File: src/rtl/silencer_sequencer.sv
// rtl/silencer_sequencer.sv - tick generation, source addressing and start/done control for one silencer
// Optional external sync ticks: define SEQ_EXT_SYNC_EN (adds SYNC_IN, SYNC_MISS).
module silencer_sequencer #(
    parameter int WIDTH        = 13,
    parameter int DEPTH        = 249,
    parameter int READ_LATENCY = 1,
    parameter int TIMEOUT      = 16
) (
    input  logic             CLK,
    input  logic             RST_N,
    input  logic [15:0]      UPDATE_INTERVAL,
    input  logic [WIDTH-1:0] STEP_IN,
    input  logic             CFG_LOAD,
    output logic [7:0]       SRC_ADDR,
    output logic             SRC_EN,
    output logic             SIL_DIN_VALID,
    output logic [WIDTH-1:0] SIL_STEP,
    input  logic             SIL_DOUT_VALID,
    output logic             BUSY,
    output logic             DONE,
    output logic [15:0]      OVERRUN_CNT,
    output logic             TIMEOUT_ERR,
    input  logic             ERR_CLR
`ifdef SEQ_EXT_SYNC_EN
    ,
    input  logic             SYNC_IN,
    output logic             SYNC_MISS
`endif
);

    localparam int LIMIT = DEPTH + 9 + TIMEOUT;
    localparam int WD_W  = $clog2(LIMIT + 1);
    localparam int OC_W  = $clog2(DEPTH + 1);

    localparam logic [7:0]      LAST_ADDR  = 8'(DEPTH - 1);
    localparam logic [OC_W-1:0] OUT_ALL    = OC_W'(DEPTH);
    localparam logic [WD_W-1:0] WD_EXPIRE  = WD_W'(LIMIT - 1);
    localparam logic [WD_W-1:0] WD_MAX     = WD_W'(LIMIT);
    localparam logic [1:0]      FETCH_LAST = 2'(READ_LATENCY - 1);

    typedef enum logic [2:0] {
        S_IDLE,
        S_FETCH,
        S_RUN,
        S_DRAIN,
        S_GAP
    } state_t;

    state_t state_q;
    state_t state_d;

    logic             tick;
    logic [7:0]       addr_d;
    logic             en_d;
    logic             din_valid_d;
    logic [WIDTH-1:0] step_d;
    logic             busy_d;
    logic             done_d;
    logic [15:0]      overrun_d;
    logic             timeout_err_d;
    logic [WIDTH-1:0] shadow_q;
    logic [WIDTH-1:0] shadow_d;
    logic [OC_W-1:0]  out_cnt_q;
    logic [OC_W-1:0]  out_cnt_d;
    logic [WD_W-1:0]  wd_q;
    logic [WD_W-1:0]  wd_d;
    logic [1:0]       fetch_cnt_q;
    logic [1:0]       fetch_cnt_d;

`ifdef SEQ_EXT_SYNC_EN
    // Two synchroniser flops plus one history flop for rising-edge detection.
    logic [2:0] sync_q;
    logic       unused_interval;

    assign unused_interval = ^UPDATE_INTERVAL;
    assign tick            = sync_q[1] & ~sync_q[2];

    always_ff @(posedge CLK) begin
        if (!RST_N) begin
            sync_q    <= '0;
            SYNC_MISS <= 1'b0;
        end else begin
            sync_q    <= {sync_q[1:0], SYNC_IN};
            SYNC_MISS <= tick & BUSY;
        end
    end
`else
    logic [15:0] period_cnt_q;
    logic [15:0] period_len_q;

    assign tick = (period_len_q != 16'd0) && (period_cnt_q == period_len_q - 16'd1);

    // A zero period re-samples every cycle so a newly programmed interval takes effect at once.
    always_ff @(posedge CLK) begin
        if (!RST_N) begin
            period_cnt_q <= '0;
            period_len_q <= '0;
        end else if (period_len_q == 16'd0 || tick) begin
            period_cnt_q <= '0;
            period_len_q <= UPDATE_INTERVAL;
        end else begin
            period_cnt_q <= period_cnt_q + 16'd1;
        end
    end
`endif

    always_comb begin
        state_d       = state_q;
        addr_d        = SRC_ADDR;
        en_d          = SRC_EN;
        din_valid_d   = 1'b0;
        step_d        = SIL_STEP;
        busy_d        = BUSY;
        done_d        = 1'b0;
        overrun_d     = OVERRUN_CNT;
        timeout_err_d = TIMEOUT_ERR;
        shadow_d      = CFG_LOAD ? STEP_IN : shadow_q;
        out_cnt_d     = out_cnt_q;
        wd_d          = wd_q;
        fetch_cnt_d   = fetch_cnt_q;

        // Address stream runs on its own once started; it parks on the last index.
        if (SRC_EN) begin
            if (SRC_ADDR == LAST_ADDR) begin
                en_d = 1'b0;
            end else begin
                addr_d = SRC_ADDR + 8'd1;
            end
        end

        if (state_q == S_RUN || state_q == S_DRAIN) begin
            if (wd_q != WD_MAX) begin
                wd_d = wd_q + WD_W'(1);
            end
            if (SIL_DOUT_VALID && out_cnt_q != OUT_ALL) begin
                out_cnt_d = out_cnt_q + OC_W'(1);
            end
        end

        case (state_q)
            S_IDLE: begin
                if (tick) begin
                    state_d     = S_FETCH;
                    addr_d      = 8'd0;
                    en_d        = 1'b1;
                    busy_d      = 1'b1;
                    step_d      = CFG_LOAD ? STEP_IN : shadow_q;
                    out_cnt_d   = '0;
                    wd_d        = '0;
                    fetch_cnt_d = '0;
                end
            end
            S_FETCH: begin
                fetch_cnt_d = fetch_cnt_q + 2'd1;
                if (fetch_cnt_q == FETCH_LAST) begin
                    din_valid_d = 1'b1;
                    state_d     = S_RUN;
                end
            end
            S_RUN: begin
                if (!SRC_EN || SRC_ADDR == LAST_ADDR) begin
                    state_d = S_DRAIN;
                end
            end
            S_DRAIN: begin
                if (out_cnt_q == OUT_ALL) begin
                    done_d  = 1'b1;
                    state_d = S_GAP;
                end else if (wd_q >= WD_EXPIRE) begin
                    timeout_err_d = 1'b1;
                    state_d       = S_GAP;
                end
            end
            S_GAP: begin
                busy_d  = 1'b0;
                state_d = S_IDLE;
            end
            default: begin
                state_d = S_IDLE;
            end
        endcase

        if (tick && state_q != S_IDLE && OVERRUN_CNT != 16'hFFFF) begin
            overrun_d = OVERRUN_CNT + 16'd1;
        end

        if (ERR_CLR) begin
            overrun_d     = '0;
            timeout_err_d = 1'b0;
        end
    end

    always_ff @(posedge CLK) begin
        if (!RST_N) begin
            state_q       <= S_IDLE;
            SRC_ADDR      <= '0;
            SRC_EN        <= 1'b0;
            SIL_DIN_VALID <= 1'b0;
            SIL_STEP      <= '0;
            BUSY          <= 1'b0;
            DONE          <= 1'b0;
            OVERRUN_CNT   <= '0;
            TIMEOUT_ERR   <= 1'b0;
            shadow_q      <= '0;
            out_cnt_q     <= '0;
            wd_q          <= '0;
            fetch_cnt_q   <= '0;
        end else begin
            state_q       <= state_d;
            SRC_ADDR      <= addr_d;
            SRC_EN        <= en_d;
            SIL_DIN_VALID <= din_valid_d;
            SIL_STEP      <= step_d;
            BUSY          <= busy_d;
            DONE          <= done_d;
            OVERRUN_CNT   <= overrun_d;
            TIMEOUT_ERR   <= timeout_err_d;
            shadow_q      <= shadow_d;
            out_cnt_q     <= out_cnt_d;
            wd_q          <= wd_d;
            fetch_cnt_q   <= fetch_cnt_d;
        end
    end

endmodule

File: config.mk
export PLATFORM = sky130hd
export DESIGN_NAME = silencer_sequencer
export DESIGN_NICKNAME = d
export VERILOG_FILES = /design/src/rtl/silencer_sequencer.sv
export SDC_FILE = /design/constraint.sdc
export NUM_CORES = 1
export LEC_CHECK = 0
export ABC_AREA = 1
export BUFFER_PORTS_ARGS = -buffer_cell sky130_fd_sc_hd__buf_2
export CORE_ASPECT_RATIO = 0.6
export CORE_MARGIN = 2
export CORE_UTILIZATION = 50
export DETAILED_ROUTE_END_ITERATION = 8
export PLACE_DENSITY = 0.71
export SLEW_MARGIN = 20
export SYNTH_ARGS = -nofsm -noshare
export SYNTH_HDL_FRONTEND = slang
export SYNTH_SLANG_ARGS = --single-unit
export TNS_END_PERCENT = 30
File: constraint.sdc
create_clock -name CLK -period 6.5 [get_ports CLK]
set_input_delay 1.625 -clock CLK [delete_from_list [all_inputs] [get_ports CLK]]
set_output_delay 1.625 -clock CLK [all_outputs]
set_load 0.1 [all_outputs]
==> results.sh, run 1 <==
export IMPL_grt_pass1_vias=4630
export IMPL_clock_path_buffers=2
export IMPL_num_io_pins=76
export IMPL_port_buffers=75
export IMPL_ys_top_cells_by_area="dfxtp_1 39%, nand2_1 15%, inv_1 8.6%"
export IMPL_synthFlopType="dfxtp_1"
export IMPL_power_mw=2.304
export IMPL_route_detailed_drc=0
export IMPL_vias=5063
export IMPL_syn_cell_area_sq_um=5640
export IMPL_finClkSkew_ns=0.01180
export IMPL_grt_ovfl_total=0
export IMPL_cts_buffers=9
export IMPL_synth_top_area_share_pct=38.69
export IMPL_synthCells=850
export IMPL_yosys_cell_types_count=35
export IMPL_crit_fanout=34
export IMPL_crit_arrival_ns=3.73
export IMPL_syn_num_nets=895
export IMPL_grt_antenna_before_repair=0
export IMPL_cts_tree="built"
export IMPL_leakage_nw=3.092
export IMPL_cts_sink_count=109
export IMPL_ctsHtreeMaxLevel=3
export IMPL_rr_startpoint="period_len_q[0]"
export IMPL_crit_type="flip-flop to flip-flop"
export IMPL_cts_root_buffer="clkbuf_16"
export IMPL_cap_violations=0
export IMPL_num_fill_cells=1041
export IMPL_endpoint_kind="flip-flop"
export IMPL_finalSetupTns_ns=0
export IMPL_synth_seq_cells=109
export IMPL_core_area_sq_um=10780
export IMPL_viasPerCell=4.763
export IMPL_synth_top_area_cell="dfxtp_1"
export IMPL_multiInputGateArea_sq_um=2850
export IMPL_grt_max_degree=37
export IMPL_pwr_density_cell_nw_per_um2=361.0
export IMPL_rrSetupSlack_ns=3.08
export IMPL_rows=29
export IMPL_place_congestion=0.8927
export IMPL_die_w_um=141.1
export IMPL_fmaxAchievable_mhz=292.2
export IMPL_avgSynthCellArea_sq_um=6.636
export IMPL_pre_cts_slack_ns=2.713
export IMPL_critPathCapture="SRC_ADDR[7]"
export IMPL_worst_setup_path_start_kind="flip-flop"
export IMPL_cts_hold_buf=0
export IMPL_clkLatencyLatePin_ns=0.36
export IMPL_diodes=0
export IMPL_yosysSeqAreaShare_pct=38.69
export IMPL_place_hpwl_um=9270
export IMPL_drt_wl_total_um=12460
export IMPL_status="finished clean"
export IMPL_grt_first_pass_wirelength_um=21480
export IMPL_drt_wirelength_per_cell_um=11.72
export IMPL_die_area_sq_um=12170
export IMPL_seq_area_sq_um=2182
export IMPL_rsz0062_at_grt="false"
export IMPL_grt_total_usage_pct=21.64
export IMPL_hp_class="flip-flop to flip-flop"
export IMPL_r2r_cells=17
export IMPL_critPathRequiredTime_ns=6.81
export IMPL_start_util_pct=52.34
export IMPL_irDropWorstVdd_uv=193.8
export IMPL_nets=964
export IMPL_synth_common_cells="230 x nand2_1, 129 x inv_1, 124 x nor2_1"
export IMPL_regToRegEndpoint="SRC_ADDR[7]"
export IMPL_relSlewSlack_pct=40.97
export IMPL_fin_ws_ns=3.078
export IMPL_min_period_over_period_pct=52.65
export IMPL_die_h_um=86.27
export IMPL_setup_viol=0
export IMPL_ant_nets=0
export IMPL_holdCritStartpoint="TIMEOUT_ERR"
export IMPL_postLayoutCoreUtil_pct=59.22
export IMPL_cts_resized=0
export IMPL_clk_pin_slew_ns=0.08
export IMPL_syn_to_final_growth_pct=13.15
export IMPL_drtIter0Drc=290
export IMPL_slew_violations=0
export IMPL_tightest_slew_ns=0.8845
export IMPL_crit_start="period_len_q[0]"
export IMPL_finalHoldViolations=0
export IMPL_yosysMostFrequentCell="nand2_1"
export IMPL_postLayoutCellArea_sq_um=6382
export IMPL_dpl_cell_area_sq_um=6093
export IMPL_min_period_ns=3.422
export IMPL_post_cts_setup_buffers=0
export IMPL_ys_warnings_count=0
export IMPL_synth_edf_count=0
export IMPL_drt_pre_antenna_iters=5
export IMPL_drive_above_1_share_pct=13.74
export IMPL_async_flop_share_pct=0
[layout make-up]
type                    instances  share of cell area, %
inverters                     134                  7.900
well taps                     139                  2.725
repair buffers                 76                  5.999
clock inverters                 6                 0.9410
clock buffers                  10                  3.588
flip-flops and latches        109                  34.19
multi-input cells             589                  44.66
[logic make-up after synthesis]
group | Yosys count | synth area share, %
buf+inv | 152 | 10.78
compound gates | 72 | 6.544
xor+xnor | 30 | 4.659
flops | 109 | 38.69
simple gates | 476 | 36.89
fa+ha+maj | 11 | 2.440
[state kept, by name, indices dropped and copies added (netlist names)]
| register | flops |
|---|---|
| SIL_DIN_VALID | 1 |
| TIMEOUT_ERR | 1 |
| BUSY | 1 |
| wd_q | 9 |
| OVERRUN_CNT | 16 |
| fetch_cnt_q | 2 |
| SRC_EN | 1 |
| shadow_q | 13 |
| period_len_q | 16 |
| out_cnt_q | 8 |
| state_q | 3 |
| SRC_ADDR | 8 |
| period_cnt_q | 16 |
| SIL_STEP | 13 |
| DONE | 1 |
[cell usage in the layout, fill, tap and decap left out, types with 11 or more instances in the layout]
| master | count |
|---|---|
| nor2_1 | 124 |
| buf_2 | 75 |
| nand2_1 | 230 |
| ha_1 | 11 |
| nor3_1 | 15 |
| dfxtp_1 | 109 |
| nand3_1 | 50 |
| xor2_1 | 21 |
| o21ai_0 | 30 |
| a21oi_1 | 38 |
| inv_1 | 129 |
[critical path, stage by stage, from the launching register on]
cell and delay (ns):
dfxtp_1 0.34, inv_2 0.11, ha_1 0.31, nand2_1 0.15, nor2_4 0.16, nand2_1 0.07, nand2_1 0.09, nand3_1 0.10
nand2_1 0.08, nor2_2 0.04, nand2_2 0.06, clkinv_2 0.06, nand2_1 0.06, nor2_1 0.03, nand2_1 0.59, nand2_2 0.59
or2_2 0.45, inv_1 0.05
[how the worst min path moves through the flow]
stage / end / slack [ns] / cells after the start
6_report: TIMEOUT_ERR / 0.46 / 2
3_5_place_dp: fetch_cnt_q[1] / 0.45 / 2
2_1_floorplan: fetch_cnt_q[1] / 0.44 / 2
5_1_grt: TIMEOUT_ERR / 0.48 / 2
4_1_cts: fetch_cnt_q[1] / 0.46 / 2
3_3_place_gp: TIMEOUT_ERR / 0.45 / 2
[through the flow]
| step | hold WS [ns] | cells |
|---|---|---|
| finish | 0.4602 | 1063 |
| global placement | 0.4549 | 1047 |
| CTS | 0.4636 | 1063 |
| floorplan | 0.4390 | 850 |
| global route | 0.4766 | 1063 |
| detailed placement | 0.4521 | 1047 |
[report_power, final]
part / internal [mW] / switching [mW]
Sequential: 0.721 / 0.0575
Combinational: 0.315 / 0.666
Clock: 0.272 / 0.272
[layer usage]
metal / GRT usage (%) / share of wire (%) / up-vias
li1: - / - / 2757
met1: 32.52 / 56 / 2199
met2: 30.71 / 38 / 94
met3: 4.972 / 4.6 / 13
met4: 6.455 / 1.2 / 0
met5: 0 / 0 / -
(Power assumes the default switching activity.)
==> run 2: changes to the inputs <==
- PLACE_DENSITY: 0.71 -> 0.74
- clock period: 6.5 -> 3.1 ns (I/O delays scaled with it)
==> run 2 against run 1 <==
Compared with the run above: worst setup slack got worse by 2.5 ns; worst hold slack gained 0.0047 ns; first-iteration DRC count is 29% higher; combinational power increased by 110%; sequential share of layout area shrank 0.28 points; count of clock-buffer cells in the layout is 1 higher; power rose by 110%; critical path depth shrank 2; sequential power grew 110%; non-clock buffer count increased by 4; wire length is 2.2% higher; largest cell class unchanged; critical path type unchanged.
==> results.sh, run 2 (synthesis results as in run 1) <==
export IMPL_place_hpwl_um=9467
export IMPL_cts_resized=0
export IMPL_worst_setup_path_start_kind="flip-flop"
export IMPL_grt_antenna_before_repair=0
export IMPL_final_cells=1067
export IMPL_tightest_slew_ns=0.8370
export IMPL_cts_sink_count=109
export IMPL_cts_hold_buf=0
export IMPL_min_period_over_period_pct=80.33
export IMPL_cts_buffers=9
export IMPL_die_area_sq_um=12170
export IMPL_nets=968
export IMPL_irDropWorstVdd_uv=466.5
export IMPL_drtIter0Drc=375
export IMPL_final_cell_mix="230 x nand2_1, 129 x inv_1, 124 x nor2_1"
export IMPL_leakage_nw=3.121
export IMPL_hp_class="flip-flop to flip-flop"
export IMPL_fmaxAchievable_mhz=401.6
export IMPL_grt_first_pass_wirelength_um=21640
export IMPL_viasPerCell=4.847
export IMPL_port_buffers=75
export IMPL_ctsHtreeMaxLevel=3
export IMPL_drt_wirelength_per_cell_um=11.93
export IMPL_cts_root_buffer="clkbuf_16"
export IMPL_rsz0062_at_grt="false"
export IMPL_drt_pre_antenna_iters=5
export IMPL_layout_commonest_cell="nand2_1"
export IMPL_finalSetupTns_ns=0
export IMPL_syn_to_final_growth_pct=14.09
export IMPL_die_h_um=86.27
export IMPL_holdCritStartpoint="TIMEOUT_ERR"
export IMPL_clk_pin_slew_ns=0.08
export IMPL_crit_fanout=28
export IMPL_finalHoldViolations=0
export IMPL_num_io_pins=76
export IMPL_die_w_um=141.1
export IMPL_grt_pass1_vias=4553
export IMPL_crit_start="period_len_q[0]"
export IMPL_num_fill_cells=1015
export IMPL_dp_cells=1051
export IMPL_route_detailed_drc=0
export IMPL_cts_tree="built"
export IMPL_post_cts_setup_buffers=0
export IMPL_relSlewSlack_pct=43.99
export IMPL_grt_ovfl_total=0
export IMPL_setup_viol=0
export IMPL_slew_violations=0
export IMPL_multiInputGateArea_sq_um=2850
export IMPL_diodes=0
export IMPL_reg_largest_list="OVERRUN_CNT x16, period_cnt_q x16, period_len_q x16"
export IMPL_rows=29
export IMPL_grt_total_usage_pct=21.92
export IMPL_endpoint_kind="flip-flop"
export IMPL_drive_above_1_share_pct=14.22
export IMPL_clkLatencyLatePin_ns=0.35
export IMPL_clock_path_buffers=2
export IMPL_rr_startpoint="period_len_q[0]"
export IMPL_cap_violations=0
export IMPL_start_util_pct=52.34
export IMPL_core_area_sq_um=10780
export IMPL_min_period_ns=2.490
export IMPL_seq_area_sq_um=2182
export IMPL_status="finished clean"
export IMPL_ant_nets=0
export IMPL_drt_wl_total_um=12730
export IMPL_finClkSkew_ns=0.009584
export IMPL_critPathRequiredTime_ns=3.38
export IMPL_vias=5172
export IMPL_grt_max_degree=36
export IMPL_crit_arrival_ns=2.77
export IMPL_pwr_density_cell_nw_per_um2=751.9
export IMPL_place_congestion=0.8816
export IMPL_crit_type="flip-flop to flip-flop"
run 2: cell count changes in the layout (fill, tap and decap cells not counted):
cell,previous run,this run
buf_12,0,1
buf_4,1,4
clkbuf_1,1,0
clkbuf_8,0,2
inv_6,2,3
inv_8,3,1
run 2: final timing paths:
| path | end | slack [ns] | cells after the start |
|---|---|---|---|
| worst max-delay path | period_len_q[15] | 0.61 | 15 |
| worst min-delay path | TIMEOUT_ERR | 0.46 | 2 |
| worst max register to register | period_len_q[15] | 0.61 | 15 |
| worst min register to register | TIMEOUT_ERR | 0.46 | 2 |
run 2: area by class of cell:
cell class,count,area share (%)
multi-input cells,589,44.29
flip-flops and latches,109,33.91
inverters,134,7.836
repair buffers,80,6.611
clock buffers,11,3.928
well taps,139,2.703
clock inverters,5,0.7194
run 2: where the power goes:
group / leakage [nW] / total [mW] / switching [mW] / internal (mW)
registers: 0.883 / 1.63 / 0.123 / 1.51
clock network: 0.149 / 1.16 / 0.551 / 0.606
logic: 2.09 / 2.05 / 1.38 / 0.663
run 2: through the flow:
step | util (%) | area (sq um) | power (mW) | setup WS [ns] | hold slack, ns
2_1_floorplan | - | 5640 | 3.289 | 0.3557 | 0.4390
3_3_place_gp | 56.94 | 6136 | 3.656 | 0.7200 | 0.4530
3_5_place_dp | 56.94 | 6136 | 3.688 | 0.6582 | 0.4507
4_1_cts | 59.71 | 6435 | 4.852 | 0.6333 | 0.4711
5_1_grt | 59.71 | 6435 | 5.240 | 0.3093 | 0.5055
6_report | 59.71 | 6435 | 4.839 | 0.6098 | 0.4649
run 2: per-layer routing:
metal | global-route usage [%] | part of all wire (%) | vias up
li1 | - | - | 2769
met1 | 34.62 | 56 | 2253
met2 | 29.44 | 36 | 138
met3 | 5.028 | 6.5 | 12
met4 | 5.455 | 0.99 | 0
met5 | 0 | 0 | -
run 2: critical path, cell delays in order, from the launching register on:
cell     delay (ns)
dfxtp_1        0.34
inv_2          0.10
ha_1           0.29
nand2_1        0.15
nor2_4         0.17
nand3_2        0.12
nand3_1        0.11
nand2_1        0.07
nor2_2         0.11
nand2_2        0.08
nor2_1         0.17
nor2_1         0.09
buf_4          0.23
inv_1          0.15
nand2_1        0.11
a21oi_1        0.13
